--- src/rtl/normalizer32.sv ---
// -----------------------------------------------------------------------------
// normalizer32 -- iterative 32-bit normalizer (leading-zero / redundant-sign
// count plus left shift).
//
// An accepted start loads the operand into a work register. Five RUN cycles
// follow, and each one tries a binary-search shift of 16, 8, 4, 2 and then 1
// bits. The shift is taken only if it would discard nothing significant:
//   unsigned: the top s bits are all zero.
//   signed  : the top s+1 bits are all equal, so the sign bit survives.
// The shift amounts sum to 31, so the count fits in 5 bits and needs no
// saturation logic.
//
// Ports
//   clk    in   1  clock, rising edge
//   rst_n  in   1  asynchronous active-low reset
//   start  in   1  request a normalization (ignored while busy)
//   a      in  32  operand, sampled on an accepted start
//   mode   in   1  0 = unsigned (leading zeros), 1 = signed (redundant signs)
//   busy   out  1  high during the five RUN cycles
//   done   out  1  one-cycle result-valid pulse (DONE state)
//   c      out 32  normalized operand, held until the next result
//   cnt    out  5  shift amount applied, held until the next result
//   zero   out  1  operand was zero, updated on each accepted start
// -----------------------------------------------------------------------------
module normalizer32 (
  input  logic        clk,
  input  logic        rst_n,
  input  logic        start,
  input  logic [31:0] a,
  input  logic        mode,
  output logic        busy,
  output logic        done,
  output logic [31:0] c,
  output logic [4:0]  cnt,
  output logic        zero
);

  typedef enum logic [1:0] {
    IDLE = 2'd0,
    RUN  = 2'd1,
    DONE = 2'd2
  } state_t;

  state_t      r_state;
  logic [31:0] r_work;
  logic [4:0]  r_count;
  logic [2:0]  r_step;
  logic        r_mode;
  logic        r_busy;
  logic        r_done;
  logic        r_zero;
  logic [31:0] r_c;
  logic [4:0]  r_cnt;

  logic        w_accept;
  logic        w_take;
  logic [4:0]  w_shamt;
  logic [31:0] w_work_nxt;
  logic [4:0]  w_count_nxt;

  // A start arriving during RUN is dropped without any side effect. A start
  // in DONE is taken, which gives one result every six cycles.
  assign w_accept = start && (r_state != RUN);

  // Evaluate one binary-search step on the current work register.
  always_comb begin
    // NOTE: every signal written here gets a default first; a path that skips
    // an assignment would otherwise infer a latch.
    w_take  = 1'b0;
    w_shamt = 5'd0;
    case (r_step)
      3'd0: begin
        w_shamt = 5'd16;
        w_take  = r_mode ? ((r_work[31:15] == '0) || (r_work[31:15] == '1))
                         : (r_work[31:16] == '0);
      end
      3'd1: begin
        w_shamt = 5'd8;
        w_take  = r_mode ? ((r_work[31:23] == '0) || (r_work[31:23] == '1))
                         : (r_work[31:24] == '0);
      end
      3'd2: begin
        w_shamt = 5'd4;
        w_take  = r_mode ? ((r_work[31:27] == '0) || (r_work[31:27] == '1))
                         : (r_work[31:28] == '0);
      end
      3'd3: begin
        w_shamt = 5'd2;
        w_take  = r_mode ? ((r_work[31:29] == '0) || (r_work[31:29] == '1))
                         : (r_work[31:30] == '0);
      end
      3'd4: begin
        w_shamt = 5'd1;
        w_take  = r_mode ? (r_work[31] == r_work[30]) : !r_work[31];
      end
      default: begin
        w_take  = 1'b0;
        w_shamt = 5'd0;
      end
    endcase
    w_work_nxt  = w_take ? (r_work << w_shamt) : r_work;
    // The five amounts sum to 31, so this sum cannot overflow 5 bits.
    w_count_nxt = w_take ? (r_count + w_shamt) : r_count;
  end

  // Single-process FSM. All outputs are registered.
  always_ff @(posedge clk or negedge rst_n) begin
    if (!rst_n) begin
      r_state <= IDLE;
      r_work  <= '0;
      r_count <= '0;
      r_step  <= '0;
      r_mode  <= 1'b0;
      r_busy  <= 1'b0;
      r_done  <= 1'b0;
      r_zero  <= 1'b0;
      r_c     <= '0;
      r_cnt   <= '0;
    end else begin
      // NOTE: state is updated with non-blocking assignments so every register
      // samples pre-edge values; a later assignment in this block overrides an
      // earlier one, which the start handling below relies on.
      r_done <= 1'b0;
      case (r_state)
        IDLE: r_state <= IDLE;
        RUN: begin
          r_work  <= w_work_nxt;
          r_count <= w_count_nxt;
          r_step  <= r_step + 3'd1;
          if (r_step == 3'd4) begin
            r_state <= DONE;
            r_busy  <= 1'b0;
            r_done  <= 1'b1;
            r_c     <= w_work_nxt;
            r_cnt   <= w_count_nxt;
          end
        end
        DONE:    r_state <= IDLE;
        default: r_state <= IDLE;
      endcase

      // Takes priority over the DONE->IDLE return. The c/cnt registers are not
      // touched here, so the previous result stays visible through the next RUN.
      if (w_accept) begin
        r_work  <= a;
        r_count <= '0;
        r_step  <= '0;
        r_mode  <= mode;
        r_zero  <= (a == 32'h0);
        r_state <= RUN;
        r_busy  <= 1'b1;
      end
    end
  end

  assign busy = r_busy;
  assign done = r_done;
  assign c    = r_c;
  assign cnt  = r_cnt;
  assign zero = r_zero;

endmodule

--- config.mk ---
export PLATFORM = sky130hd
export DESIGN_NAME = normalizer32
export DESIGN_NICKNAME = d
export VERILOG_FILES = /design/src/rtl/normalizer32.sv
export SDC_FILE = /design/constraint.sdc
export NUM_CORES = 1
export LEC_CHECK = 0
export ABC_AREA = 1
export ABC_CLOCK_PERIOD_IN_PS = 2550
export BUFFER_PORTS_ARGS = -buffer_cell sky130_fd_sc_hd__buf_4
export CAP_MARGIN = 25
export CORE_MARGIN = 1
export CORE_UTILIZATION = 55
export DETAILED_ROUTE_END_ITERATION = 7
export HOLD_SLACK_MARGIN = 0.06
export PLACE_DENSITY = 0.8
export SETUP_SLACK_MARGIN = 0.5
export SLEW_MARGIN = 20
export SYNTH_ARGS = -nofsm -noshare
export SYNTH_HDL_FRONTEND = slang
export SYNTH_SLANG_ARGS = --single-unit
export TNS_END_PERCENT = 1
--- constraint.sdc ---
create_clock -name clk -period 2.55 [get_ports clk]
set_input_delay 0.1275 -clock clk [delete_from_list [all_inputs] [get_ports clk]]
set_output_delay 0.1275 -clock clk [all_outputs]
set_load 0.02 [all_outputs]
==> reports/metrics.cfg <==
[timing]
period_minus_slack_ns=2.19
fin_crit_sh_pct=85.7
fin_tns_setup_ns=0
finalClockSkew_ns=0.0108
worstMarginPinSlew_ns=0.668
fmax_mhz=458
rsz0062_at_grt=true
hold_violations=0
finalWorstSetupSlack_ns=0.364
maxSlewViolCount=0
hold_ws_ns=0.0798
maxSlewHeadroom_pct=55.0
setup_viol=0

[route]
drc=0
dr.pass1.iters=5
viasPerCell=5.79
wl_um=20900
drt_iter0_markers=868
antenna_left=0
vias=7109
wl_per_cell_um=17.0

[global_route]
use_met2_pct=56.0
grt_max_degree=44
grt_use_met1_pct=50.6
grt_antenna_before_repair=0
globalRoute.totalOverflow=0
grt_use_total_pct=36.3
grt.busiest_layer=met2
grt_pass1_vias=6271
use_met3_pct=7.89
grt_pass1_wl_um=32700

[finish]
layout-drive-gt1-share_pct=20.5
fin_nets=1128
fin_cells=1227
area_growth_pct=25.2
fillerInstances=902
fin_util_pct=71.7
final_area_sq_um=7880
diodes=0

[yosys]
post-synth-top-area-fraction_pct=33.0
yosysSeqAreaShare_pct=33.0
synth.distinct_cells=33
syn_nets=1052
synth_area_sq_um=6290
yosysTopAreaCell=dfrtp_1
syn_inst=1007
avgSynthCellArea_sq_um=6.25
ys_ff_latch=83
yosysWarnings=0
netlist_top_cells_area=dfrtp_1, nand2_1, nand3_1, inv_1, o21ai_0

[setup_path]
crit_path_end_kind=register
r2r_slack_ns=0.36
crit_required_ns=2.84
worstSetupStartpointType=register
r2r-start=r_step[0]
crit_arrival_ns=2.47
worstRegToRegCells=11
crit_path_max_fanout=10
crit_type=reg -> reg
timing.rr.end=c[8]

[clock_network]
cts_tree=yes
cts.clk_slew.worst_paths_ns=0.07
clock_sinks=83
cts_max_level=3
worstSkewPairLatency_ns=0.35
root_buffer=clkbuf_16
cts_inserted_buffers=9
clock_path_buffers=2

[outcome]
outcome=finished, final reports clean

[placed_design]
dpl_worst_slack_ns=0.201
dp_cells=1194
io_buffers=75
place_congestion=0.999
placed_area_sq_um=7070
place_hpwl_um=14100

[floorplan]
start_util_pct=57.3
fp-row-count=38
die-area_sq_um=11900
die_w_um=109
coreArea_sq_um=11000
die_y_um=109
io_pins=76

[power_and_ir_drop]
leakage_nw=4.14
p_total_mw=13.1
power_density_nw_per_um2=1660
vdd_ir_drop_max_uv=1120

[job]
drv_cap=0

[worst_hold_path]
min-delay-start=a[0]
min_to=r_work[0]
hold_path_depth=3
min_path_type=in -> reg

-- worst max-delay path by stage --
stage                         start          to  cells after the start
after floorplan           r_step[0]  r_count[4]                     20
after global placement    r_step[0]      cnt[4]                     19
after detailed placement  r_step[0]  r_count[4]                     19
after CTS                 r_step[0]  r_count[1]                     13
after global routing      r_step[0]       c[30]                     16
final                     r_step[0]        c[8]                     11
-- layout make-up --
type / instances / area [sq um] / share of cell area, %
clock buffer: 10 / 239 / 3.03
clock inverter: 5 / 85.1 / 1.08
inverter: 101 / 387 / 4.91
multi-input combinational: 765 / 3790 / 48.1
sequential: 83 / 2080 / 26.4
tap: 140 / 175 / 2.22
timing repair buffer: 123 / 1120 / 14.2
-- layout by cell type (no fill, tap or decap), drive strengths merged --
master / Yosys / routed
o21ai: 85 / 85
nor4: 8 / 8
nor2: 40 / 40
ha: 9 / 9
bufinv: 0 / 2
bufbuf: 0 / 1
nor3: 1 / 1
o211ai: 1 / 1
o31ai: 2 / 2
dlygate4sd3: 0 / 2
o22ai: 3 / 3
buf: 36 / 119
xor2: 1 / 1
clkbuf: 23 / 11
nand2: 371 / 372
nand3b: 4 / 4
clkinv: 0 / 1
dfrtp: 83 / 83
clkinvlp: 0 / 1
xnor2: 1 / 1
inv: 101 / 102
o21bai: 1 / 1
nand3: 221 / 221
nand4: 7 / 7
a21oi: 9 / 9
-- where the power goes --
group | internal [mW] | total (mW) | leakage [nW] | switching (mW)
Clock | 0.885 | 1.45 | 0.155 | 0.569
Combinational | 3.30 | 9.18 | 2.93 | 5.89
Sequential | 1.94 | 2.46 | 1.05 | 0.522
-- flip-flops by register name, summed over array words and instances (netlist names) --
signal	count
c	32
r_work	32
cnt	5
r_count	5
r_step	3
r_state	2
busy	1
done	1
r_mode	1
zero	1
-- cells by family (layout without fill, tap and decap cells) --
kind of cell,Yosys count,count (layout),synth area share [%]
buffers and inverters,160,239,10.8
adder cells (fa/ha/maj),9,9,1.79
AND/OR/NAND/NOR,652,653,45.0
AO/OA/AOI/OAI,101,101,9.21
flip-flops,83,83,33.0
XOR/XNOR,2,2,0.278
-- worst max-delay path, stage by stage, from the launching register on --
cell and delay, ns:
dfrtp_2 0.48, ha_4 0.21, ha_4 0.18, buf_4 0.15, bufbuf_16 0.27, nand3_1 0.11
nand3_1 0.12, nand3_1 0.14, nand2_1 0.14, o21ai_2 0.17, nand2_1 0.07, nand2_1 0.08
-- synthesized netlist by cell type --
library cell  instances
buf_1                 7
inv_4                 1
nand2_1             363
ha_1                  9
o211ai_1              1
o22ai_1               3
clkbuf_1             23
buf_6                 4
nand3b_1              4
nand3_2               4
inv_2                 7
dfrtp_1              83
xnor2_1               1
a21oi_1               6
nand3_1             217
nor4_1                8
nand2_2               6
o21ai_2              11
o31ai_1               2
a21oi_2               2
nand4_1               7
nor3_1                1
buf_2                20
xor2_1                1
nand2_4               2
inv_1                93
o21ai_0              50
buf_4                 5
nor2_1               39
o21ai_1              24
o21bai_1              1
nor2_2                1
a21oi_4               1
-- per-layer routing --
metal | up-vias | part of all wire [%] | wire [um]
li1 | 3410 | - | -
met2 | 376 | 45 | 9480
met5 | - | 0 | 0
met3 | 59 | 10 | 2170
met4 | 0 | 2.5 | 522
met1 | 3264 | 42 | 8740
-- timing repair --
action	CTS	global route
gates resized for setup	48	22
endpoints found under the setup margin	74	74
hold buffers	2	0
hold endpoints to repair	42	0
buffers inserted	12	0
pin swaps	17	7
cloned	3	1
No activity file was read; power rests on OpenSTA's default activity.
